$ cat src/rtl/flash_pkg.sv
// Shared types and constants for the SPI-flash-to-cache boot loader.
// Latency: none (definitions only).
// Backpressure: none (definitions only).
package flash_pkg;

   // Loader sequence; READ -> WRITE -> WRITE_WAIT -> READ repeats once per word.
   typedef enum logic [2:0] {
      POWER_WAIT,
      SEND_CMD,
      SEND_ADDR,
      READ,
      WRITE,
      WRITE_WAIT,
      DONE
   } state_e;

   // Standard SPI-flash "read data" opcode.
   localparam logic [7:0] CMD_READ = 8'h03;

endpackage

$ cat src/rtl/flash_spi_byte.sv
// SPI mode-0 byte shifter: 8 bits out/in, MSB first, 2 clk cycles per bit (sclk low, then high).
// Latency: 16 cycles per byte; done_o is high in the last (sclk high) cycle so a new start_i chains with no gap.
// Backpressure: none; the caller only pulses start_i when idle or in the done_o cycle.
// Ports: clk/rst_n clock and async active-low reset; start_i/tx_byte_i begin a byte;
//        miso_i serial in; sclk_o/mosi_o serial out; done_o/rx_byte_o byte complete and received value.
module flash_spi_byte (
   input  logic       clk,
   input  logic       rst_n,
   input  logic       start_i,
   input  logic [7:0] tx_byte_i,
   input  logic       miso_i,
   output logic       sclk_o,
   output logic       mosi_o,
   output logic       done_o,
   output logic [7:0] rx_byte_o
);

   logic       active_q, active_d;
   logic       phase_q, phase_d;   // 0: sclk low half, 1: sclk high half
   logic [2:0] bit_q, bit_d;
   logic [7:0] tx_q, tx_d;
   logic [7:0] rx_q, rx_d;
   logic       sclk_q, sclk_d;
   logic       mosi_q, mosi_d;

   always_comb begin
      active_d = active_q;
      phase_d  = phase_q;
      bit_d    = bit_q;
      tx_d     = tx_q;
      rx_d     = rx_q;
      sclk_d   = sclk_q;
      mosi_d   = mosi_q;
      if (start_i) begin
         // First bit goes out immediately with sclk low.
         active_d = 1'b1;
         phase_d  = 1'b0;
         bit_d    = 3'd0;
         sclk_d   = 1'b0;
         mosi_d   = tx_byte_i[7];
         tx_d     = {tx_byte_i[6:0], 1'b0};
      end else if (active_q) begin
         if (!phase_q) begin
            // Rising sclk: capture what the flash drove during the low half.
            sclk_d  = 1'b1;
            rx_d    = {rx_q[6:0], miso_i};
            phase_d = 1'b1;
         end else begin
            sclk_d  = 1'b0;
            phase_d = 1'b0;
            if (bit_q == 3'd7) begin
               active_d = 1'b0;
               mosi_d   = 1'b0;
            end else begin
               mosi_d = tx_q[7];
               tx_d   = {tx_q[6:0], 1'b0};
               bit_d  = bit_q + 3'd1;
            end
         end
      end
   end

   always_ff @(posedge clk or negedge rst_n) begin
      if (!rst_n) begin
         active_q <= 1'b0;
         phase_q  <= 1'b0;
         bit_q    <= 3'd0;
         tx_q     <= 8'h00;
         rx_q     <= 8'h00;
         sclk_q   <= 1'b0;
         mosi_q   <= 1'b0;
      end else begin
         active_q <= active_d;
         phase_q  <= phase_d;
         bit_q    <= bit_d;
         tx_q     <= tx_d;
         rx_q     <= rx_d;
         sclk_q   <= sclk_d;
         mosi_q   <= mosi_d;
      end
   end

   assign sclk_o    = sclk_q;
   assign mosi_o    = mosi_q;
   assign done_o    = active_q && phase_q && (bit_q == 3'd7);
   assign rx_byte_o = rx_q;

endmodule

$ cat src/rtl/flash_loader.sv
// Boot loader: after a power-up wait, streams TRANSFER_BYTES from SPI flash and writes them as 32-bit words into a cache.
// Latency: STARTUP_WAIT+1 cycles to chip select, 64 cycles for command+address, 64 cycles per word plus cache wait.
// Backpressure: cache_busy stalls WRITE/WRITE_WAIT indefinitely with flash_clk parked low and all outputs stable.
// Ports: clk/rst_n clock and async active-low reset; flash_clk/flash_mosi/flash_miso/flash_cs SPI mode-0 master;
//        cache_address/cache_data_in/cache_write_enable/cache_busy word write port; done sticky completion flag.
module flash_loader
   import flash_pkg::*;
#(
   parameter int unsigned STARTUP_WAIT   = 1_000_000,
   parameter logic [31:0] TRANSFER_BYTES = 32'h0010_0000,
   parameter logic [23:0] FLASH_ADDRESS  = 24'h00_0000,
   parameter logic [31:0] DEST_ADDRESS   = 32'h0000_0000
) (
   input  logic        clk,
   input  logic        rst_n,
   output logic        flash_clk,
   output logic        flash_mosi,
   input  logic        flash_miso,
   output logic        flash_cs,
   output logic [31:0] cache_address,
   output logic [31:0] cache_data_in,
   output logic [3:0]  cache_write_enable,
   input  logic        cache_busy,
   output logic        done
);

   localparam logic [31:0] WAIT_LAST = 32'(STARTUP_WAIT);
   localparam bit          EMPTY     = (TRANSFER_BYTES == 32'd0);
   localparam logic [31:0] LAST_WORD = (TRANSFER_BYTES >> 2) - 32'd1;

   state_e      state_q, state_d;
   logic [31:0] wait_q, wait_d;
   logic [1:0]  byte_q, byte_d;
   logic [31:0] word_q, word_d;    // index of the word currently being read/written
   logic [31:0] shift_q, shift_d;  // word under assembly, bytes enter at the top
   logic        cs_q, cs_d;
   logic        done_q, done_d;
   logic [31:0] addr_q, addr_d;
   logic [31:0] data_q, data_d;

   logic        spi_start;
   logic [7:0]  spi_tx;
   logic        spi_done;
   logic [7:0]  spi_rx;
   logic [3:0]  we;

   flash_spi_byte u_spi (
      .clk       (clk),
      .rst_n     (rst_n),
      .start_i   (spi_start),
      .tx_byte_i (spi_tx),
      .miso_i    (flash_miso),
      .sclk_o    (flash_clk),
      .mosi_o    (flash_mosi),
      .done_o    (spi_done),
      .rx_byte_o (spi_rx)
   );

   always_comb begin
      state_d   = state_q;
      wait_d    = wait_q;
      byte_d    = byte_q;
      word_d    = word_q;
      shift_d   = shift_q;
      cs_d      = cs_q;
      done_d    = done_q;
      addr_d    = addr_q;
      data_d    = data_q;
      spi_start = 1'b0;
      spi_tx    = 8'h00;
      we        = 4'h0;
      case (state_q)
         POWER_WAIT: begin
            if (wait_q == WAIT_LAST) begin
               if (EMPTY) begin
                  state_d = DONE;
                  done_d  = 1'b1;
               end else begin
                  state_d   = SEND_CMD;
                  cs_d      = 1'b0;
                  spi_start = 1'b1;
                  spi_tx    = CMD_READ;
               end
            end else begin
               wait_d = wait_q + 32'd1;
            end
         end
         SEND_CMD: begin
            if (spi_done) begin
               state_d   = SEND_ADDR;
               byte_d    = 2'd0;
               spi_start = 1'b1;
               spi_tx    = FLASH_ADDRESS[23:16];
            end
         end
         SEND_ADDR: begin
            // byte_q counts address bytes already sent after the top one.
            if (spi_done) begin
               spi_start = 1'b1;
               if (byte_q == 2'd2) begin
                  state_d = READ;
                  byte_d  = 2'd0;
               end else begin
                  byte_d = byte_q + 2'd1;
                  spi_tx = (byte_q == 2'd0) ? FLASH_ADDRESS[15:8] : FLASH_ADDRESS[7:0];
               end
            end
         end
         READ: begin
            // Shifting in from the top leaves the first byte in [7:0] (little-endian).
            if (spi_done) begin
               shift_d = {spi_rx, shift_q[31:8]};
               if (byte_q == 2'd3) begin
                  state_d = WRITE;
                  byte_d  = 2'd0;
                  addr_d  = DEST_ADDRESS + {word_q[29:0], 2'b00};
                  data_d  = {spi_rx, shift_q[31:8]};
               end else begin
                  byte_d    = byte_q + 2'd1;
                  spi_start = 1'b1;
               end
            end
         end
         WRITE: begin
            if (!cache_busy) begin
               we      = 4'hF;
               state_d = WRITE_WAIT;
            end
         end
         WRITE_WAIT: begin
            if (!cache_busy) begin
               if (word_q == LAST_WORD) begin
                  state_d = DONE;
                  cs_d    = 1'b1;
                  done_d  = 1'b1;
               end else begin
                  // Flash is still selected mid-stream; just resume clocking.
                  word_d    = word_q + 32'd1;
                  state_d   = READ;
                  spi_start = 1'b1;
               end
            end
         end
         DONE: begin
         end
         default: state_d = POWER_WAIT;
      endcase
   end

   always_ff @(posedge clk or negedge rst_n) begin
      if (!rst_n) begin
         state_q <= POWER_WAIT;
         wait_q  <= 32'd0;
         byte_q  <= 2'd0;
         word_q  <= 32'd0;
         shift_q <= 32'd0;
         cs_q    <= 1'b1;
         done_q  <= 1'b0;
         addr_q  <= 32'd0;
         data_q  <= 32'd0;
      end else begin
         state_q <= state_d;
         wait_q  <= wait_d;
         byte_q  <= byte_d;
         word_q  <= word_d;
         shift_q <= shift_d;
         cs_q    <= cs_d;
         done_q  <= done_d;
         addr_q  <= addr_d;
         data_q  <= data_d;
      end
   end

   assign flash_cs           = cs_q;
   assign done               = done_q;
   assign cache_address      = addr_q;
   assign cache_data_in      = data_q;
   assign cache_write_enable = we;

endmodule

$ cat config.mk
export PLATFORM = sky130hd
export DESIGN_NAME = flash_loader
export DESIGN_NICKNAME = d
export VERILOG_FILES = /design/src/rtl/flash_pkg.sv /design/src/rtl/flash_spi_byte.sv /design/src/rtl/flash_loader.sv
export SDC_FILE = /design/constraint.sdc
export NUM_CORES = 1
export LEC_CHECK = 0
export CELL_PAD_IN_SITES_DETAIL_PLACEMENT = 0
export CELL_PAD_IN_SITES_GLOBAL_PLACEMENT = 1
export CORE_ASPECT_RATIO = 0.8
export CORE_MARGIN = 2
export CORE_UTILIZATION = 40
export CTS_BUF_LIST = sky130_fd_sc_hd__clkbuf_4 sky130_fd_sc_hd__clkbuf_8
export DETAILED_ROUTE_END_ITERATION = 10
export PLACE_DENSITY = 0.75
export SKIP_CTS_REPAIR_TIMING = 1
export SLEW_MARGIN = 10
export SYNTH_ARGS = -nofsm -noshare
export SYNTH_HDL_FRONTEND = slang
export SYNTH_SLANG_ARGS = --single-unit
$ cat constraint.sdc
create_clock -name clk -period 5.85 [get_ports clk]
set_input_delay 1.17 -clock clk [delete_from_list [all_inputs] [get_ports clk]]
set_output_delay 1.17 -clock clk [all_outputs]
set_load 0.01 [all_outputs]
-- Word-level counts from Yosys, hierarchy flattened
Index checks and enable logic that the tools add are counted.
W data, S select, Z words.
- bits of input ports: 4
- bits in registers: 187
- logic and storage cells: 115
- muxes and demuxes: 50
- $add $sub $neg: 4
- bitwise gates (word level): 6
- equal/unequal tests: 21
- reductions and logical operators: 19
- operators by type and width (cell ; count):
    $add A32 B1 Y32 const B ; 2
    $mux W3 ; 13
    $eq A32 B18 Y1 const B ; 1
    $eq A32 B20 Y1 const B ; 1
    $mux W8 ; 4
    $pmux W3 S7 ; 1
    $mux W1 ; 20
    $ne A2 B2 Y1 const B ; 10
    $reduce_and A3 Y1 ; 5
    $mux W2 ; 7
    $eq A3 B3 Y1 const B ; 4
    $reduce_and A9 Y1 ; 1
    $mux W4 ; 2
    $reduce_and A4 Y1 ; 2
    $eq A3 B2 Y1 const B ; 2
    $not A1 Y1 ; 6
    $pmux W2 S3 ; 1
    $reduce_and A2 Y1 ; 3
    $reduce_bool A2 Y1 ; 3
    $eq A2 B2 Y1 const B ; 2
    $pmux W1 S4 ; 1
    $add A3 B1 Y3 const B ; 1
    $eq A3 B1 Y1 const B ; 1
    $logic_not A3 Y1 ; 1
    5 further kinds ; 6

-- Longest topological paths before layout
- word-level depth: 6
- mapped depth: 8
- depth with buffers taken out: 7

-- Cells and area by module
A second synthesis with hierarchy kept.
- cells, all modules: 593
- area, all modules: 7778.7 um^2
- by module, submodules not included (module ; area each (um^2) ; cells each ; times used):
    flash_loader ; 6812.8 ; 525 ; 1
    flash_spi_byte ; 965.9 ; 68 ; 1

-- Worst setup path before layout
Ideal clock, no wire load.
- kind: input port to output port
- start point: input cache_busy
- end point: output cache_write_enable[1]
- path buffers: 1
- arrival time: 1825 ps
- required time: 4680 ps
- path slack: 2855 ps
- stages: 2
- cell sequence: nor3_1 buf_4
- cells in the longest elaborated chain, start to end: 2
- RTL lines (what ; RTL line ; source):
    start: declaration ; flash_loader.sv:23 ; input logic cache_busy,
    $mux W4 ; flash_loader.sv:125 ; if (!cache_busy) begin
    $mux W4 ; flash_loader.sv:72 ; case (state_q)
    end: declaration ; flash_loader.sv:22 ; output logic [3:0] cache_write_enable,
No other way between the ends.

-- Worst setup path in the final report
- start point: input cache_busy
- end point: output cache_write_enable[3]
The elaborated chain is that of the path after synthesis.

==> flow_summary.json <==
{
  "yosys_most_used_dff": "dfrtp_1",
  "dieHeight_um": 127.7,
  "die_width_um": 158.6,
  "root_buffer": "clkbuf_8",
  "fill_cells": 1661,
  "vdd_ir_drop_max_mv": 0.1647,
  "fin_skew_ns": 0.01542,
  "synth.avg_cell_area_um2": 12.55,
  "via_per_inst": 5.059,
  "max_freq_ghz": 0.2513,
  "synth_top_area_share_pct": 57.94,
  "dr.pass1.iters": 4,
  "grt_first_pass_wirelength_um": 24580,
  "fin_nets": 695,
  "cts_htree_levels": 4,
  "reg2reg_slack_ns": 2.93,
  "whs_ns": 0.4836,
  "rsz0062_at_grt": "false",
  "coreArea_um2": 18860,
  "ys_seq_area_share_pct": 58.28,
  "cts_buffers": 17,
  "synth_enable_flop_cells": 0,
  "critPathMaxFanout": 5,
  "synthTopCellsByArea": "dfrtp_1 (58%), mux2_2 (14%), xnor2_1 (4.5%)",
  "regArea_um2": 4456,
  "crit_type": "in2out",
  "path_clk_slew_ns": 0.08,
  "p_per_area_nw_per_um2": 288.9,
  "syn_area_um2": 7645,
  "cp.arrival_ns": 2.81,
  "wire_per_inst_um": 15.16,
  "ioPinCount": 76,
  "synth_warnings": 0,
  "setup_tns_ns": 0,
  "yosysUniqueCellTypes": 50,
  "max_slew_margin_pct": 44.40,
  "io_buffers": 73,
  "start_kind": "input port",
  "netlist_instances": 609,
  "ys_ff_latch": 178,
  "cp-end-kind": "output pin",
  "cts.path.max_buffers": 2,
  "hold_viol": 0,
  "setup-violations-final": 0,
  "outcome": "finished clean",
  "clk_latency_ns": 0.47,
  "max-cap-violations": 0,
  "track_usage_pct": 15.41,
  "worstMarginPinSlew_ns": 0.8341,
  "yosys.area.top_type": "dfrtp_1",
  "antenna_found_initial": 0,
  "multi_input_area_um2": 3029,
  "min_path_type": "reg2reg",
  "die_area_um2": 20240,
  "hpwl_um": 9981,
  "drv_slew": 0,
  "grt_pass1_vias": 4934,
  "cts_tree": "done",
  "ant_nets": 0,
  "num_vias": 4821,
  "drive_gt1_share_pct": 21.44,
  "final.period_utilization_pct": 68.01,
  "cts.sinks": 178,
  "overflow": 0,
  "async_flop_share_pct": 100.0,
  "drc_errors": 0,
  "gp_congestion": 0.8206,
  "min_period_ns": 3.979,
  "start_util_pct": 40.53,
  "area_delta_synth_final_pct": 17.77,
  "critical_path_required_ns": 4.68,
  "diodes": 0,
  "wirelength_um": 14450,
  "grt_start_max_net_pins": 69,
  "num_rows": 45,
  "drtIter0Drc": 280,
  "p_leak_nw": 4.181
}
==> where the power goes <==
part           switching, mW  internal, mW  total, mW
registers              0.117          1.33       1.45
clock network          0.493         0.315      0.808
logic                  0.184         0.161      0.345
total                  0.794          1.81       2.60
==> cell usage in the layout (no fill, tap or decap), types with 3 or more instances in the layout <==
| master | count |
|---|---|
| o31ai_1 | 3 |
| nor3_1 | 19 |
| buf_4 | 4 |
| inv_8 | 4 |
| inv_1 | 16 |
| nor2_1 | 21 |
| mux2_2 | 94 |
| a21oi_1 | 11 |
| xnor2_1 | 39 |
| o21ai_0 | 5 |
| nor4b_1 | 4 |
| clkbuf_8 | 17 |
| and3_1 | 4 |
| xor2_1 | 24 |
| nand2_1 | 48 |
| inv_6 | 6 |
| and4_1 | 5 |
| a31oi_1 | 4 |
| nor4_1 | 8 |
| clkdlybuf4s50_1 | 72 |
| a21o_1 | 3 |
| nand3_1 | 31 |
| nand4_1 | 23 |
| dfrtp_1 | 177 |
| ha_1 | 9 |
==> metal layers <==
| metal | vias up | global-route usage (%) | part of all wire, % |
|---|---|---|---|
| met3 | 18 | 4.834 | 4.8 |
| met5 | - | 0 | 0 |
| met4 | 0 | 5.140 | 1.4 |
| met2 | 85 | 23.53 | 46 |
| met1 | 2425 | 20.95 | 48 |
| li1 | 2293 | - | - |
==> flip-flops by register name, summed over array words and instances, names as in the netlist, 7 cells and up <==
name             cells
cache_address       30
u_spi.tx_q           7
cache_data_in       32
shift_q             24
u_spi.rx_byte_o      8
word_q              32
wait_q              32
==> path summary, 6_finish.rpt <==
check                                           start                              to  cells after the start
setup / recovery                           cache_busy           cache_write_enable[3]                      3
hold / removal                 word_q[31]$_DFFE_PN0P_          word_q[31]$_DFFE_PN0P_                      1
setup reg to reg           u_spi.bit_q[0]$_DFFE_PN0P_   cache_data_in[20]$_DFFE_PN0P_                      8
hold reg to reg                word_q[31]$_DFFE_PN0P_          word_q[31]$_DFFE_PN0P_                      1
max in group asynchronous                       rst_n  u_spi.rx_byte_o[7]$_DFFE_PN0P_                      2
min in group asynchronous                       rst_n    cache_address[8]$_DFFE_PN0P_                      1
==> stage by stage <==
stage | setup WS (ns) | utilization (%) | std cells | power, mW | instance area, µm²
after floorplan | 2.855 | - | 610 | 1.694 | 7649
after global placement | 1.869 | 45.75 | 921 | 1.793 | 8630
after detailed placement | 1.833 | 45.75 | 921 | 1.822 | 8630
after CTS | 1.827 | 47.73 | 953 | 2.634 | 9004
after global routing | 1.704 | 47.73 | 953 | 2.746 | 9004
final | 1.871 | 47.73 | 953 | 2.601 | 9004
==> worst max-delay path: stages <==
cell and delay (ns):
clkdlybuf4s50_1 0.51, nor3_1 0.48, clkdlybuf4s50_1 0.65
==> layout make-up <==
cell class,instances,share of cell area (%)
clock buffers,17,2.599
clock inverters,15,1.556
inverters,16,0.6670
multi-input cells,392,33.64
flip-flops and latches,178,49.49
well taps,258,3.585
repair buffers,77,8.463
==> cells in the mapped netlist (2+ instances only) <==
cell,instances
dfrtp_1,177
mux2_2,94
nand2_1,49
xnor2_1,39
nand3_1,31
xor2_1,24
nand4_1,23
nor2_1,21
nor3_1,19
clkbuf_1,16
inv_1,16
a21oi_1,11
ha_1,9
nor4_1,8
and4_1,5
buf_4,5
o21ai_0,5
a31oi_1,4
and3_1,4
nor4b_1,4
a21o_1,3
buf_2,3
o31ai_1,3
a2111oi_2,2
nand2b_1,2
nand3b_1,2
nor2b_1,2
nor4_2,2
o211ai_1,2
o21a_1,2
or2_2,2
or4_1,2
==> cell families after synthesis <==
logic type,count (synthesis),share of synthesized area (%)
AOI/OAI and AO/OA,36,3.388
xor gates and xnor gates,63,7.218
adders and majority gates,9,1.473
buffers and inverters,40,2.259
DFF,178,58.28
muxes,95,13.98
other,1,0.04905
and+or+nand+nor,187,13.36
Note: power is estimated with default switching activity, not from simulation.
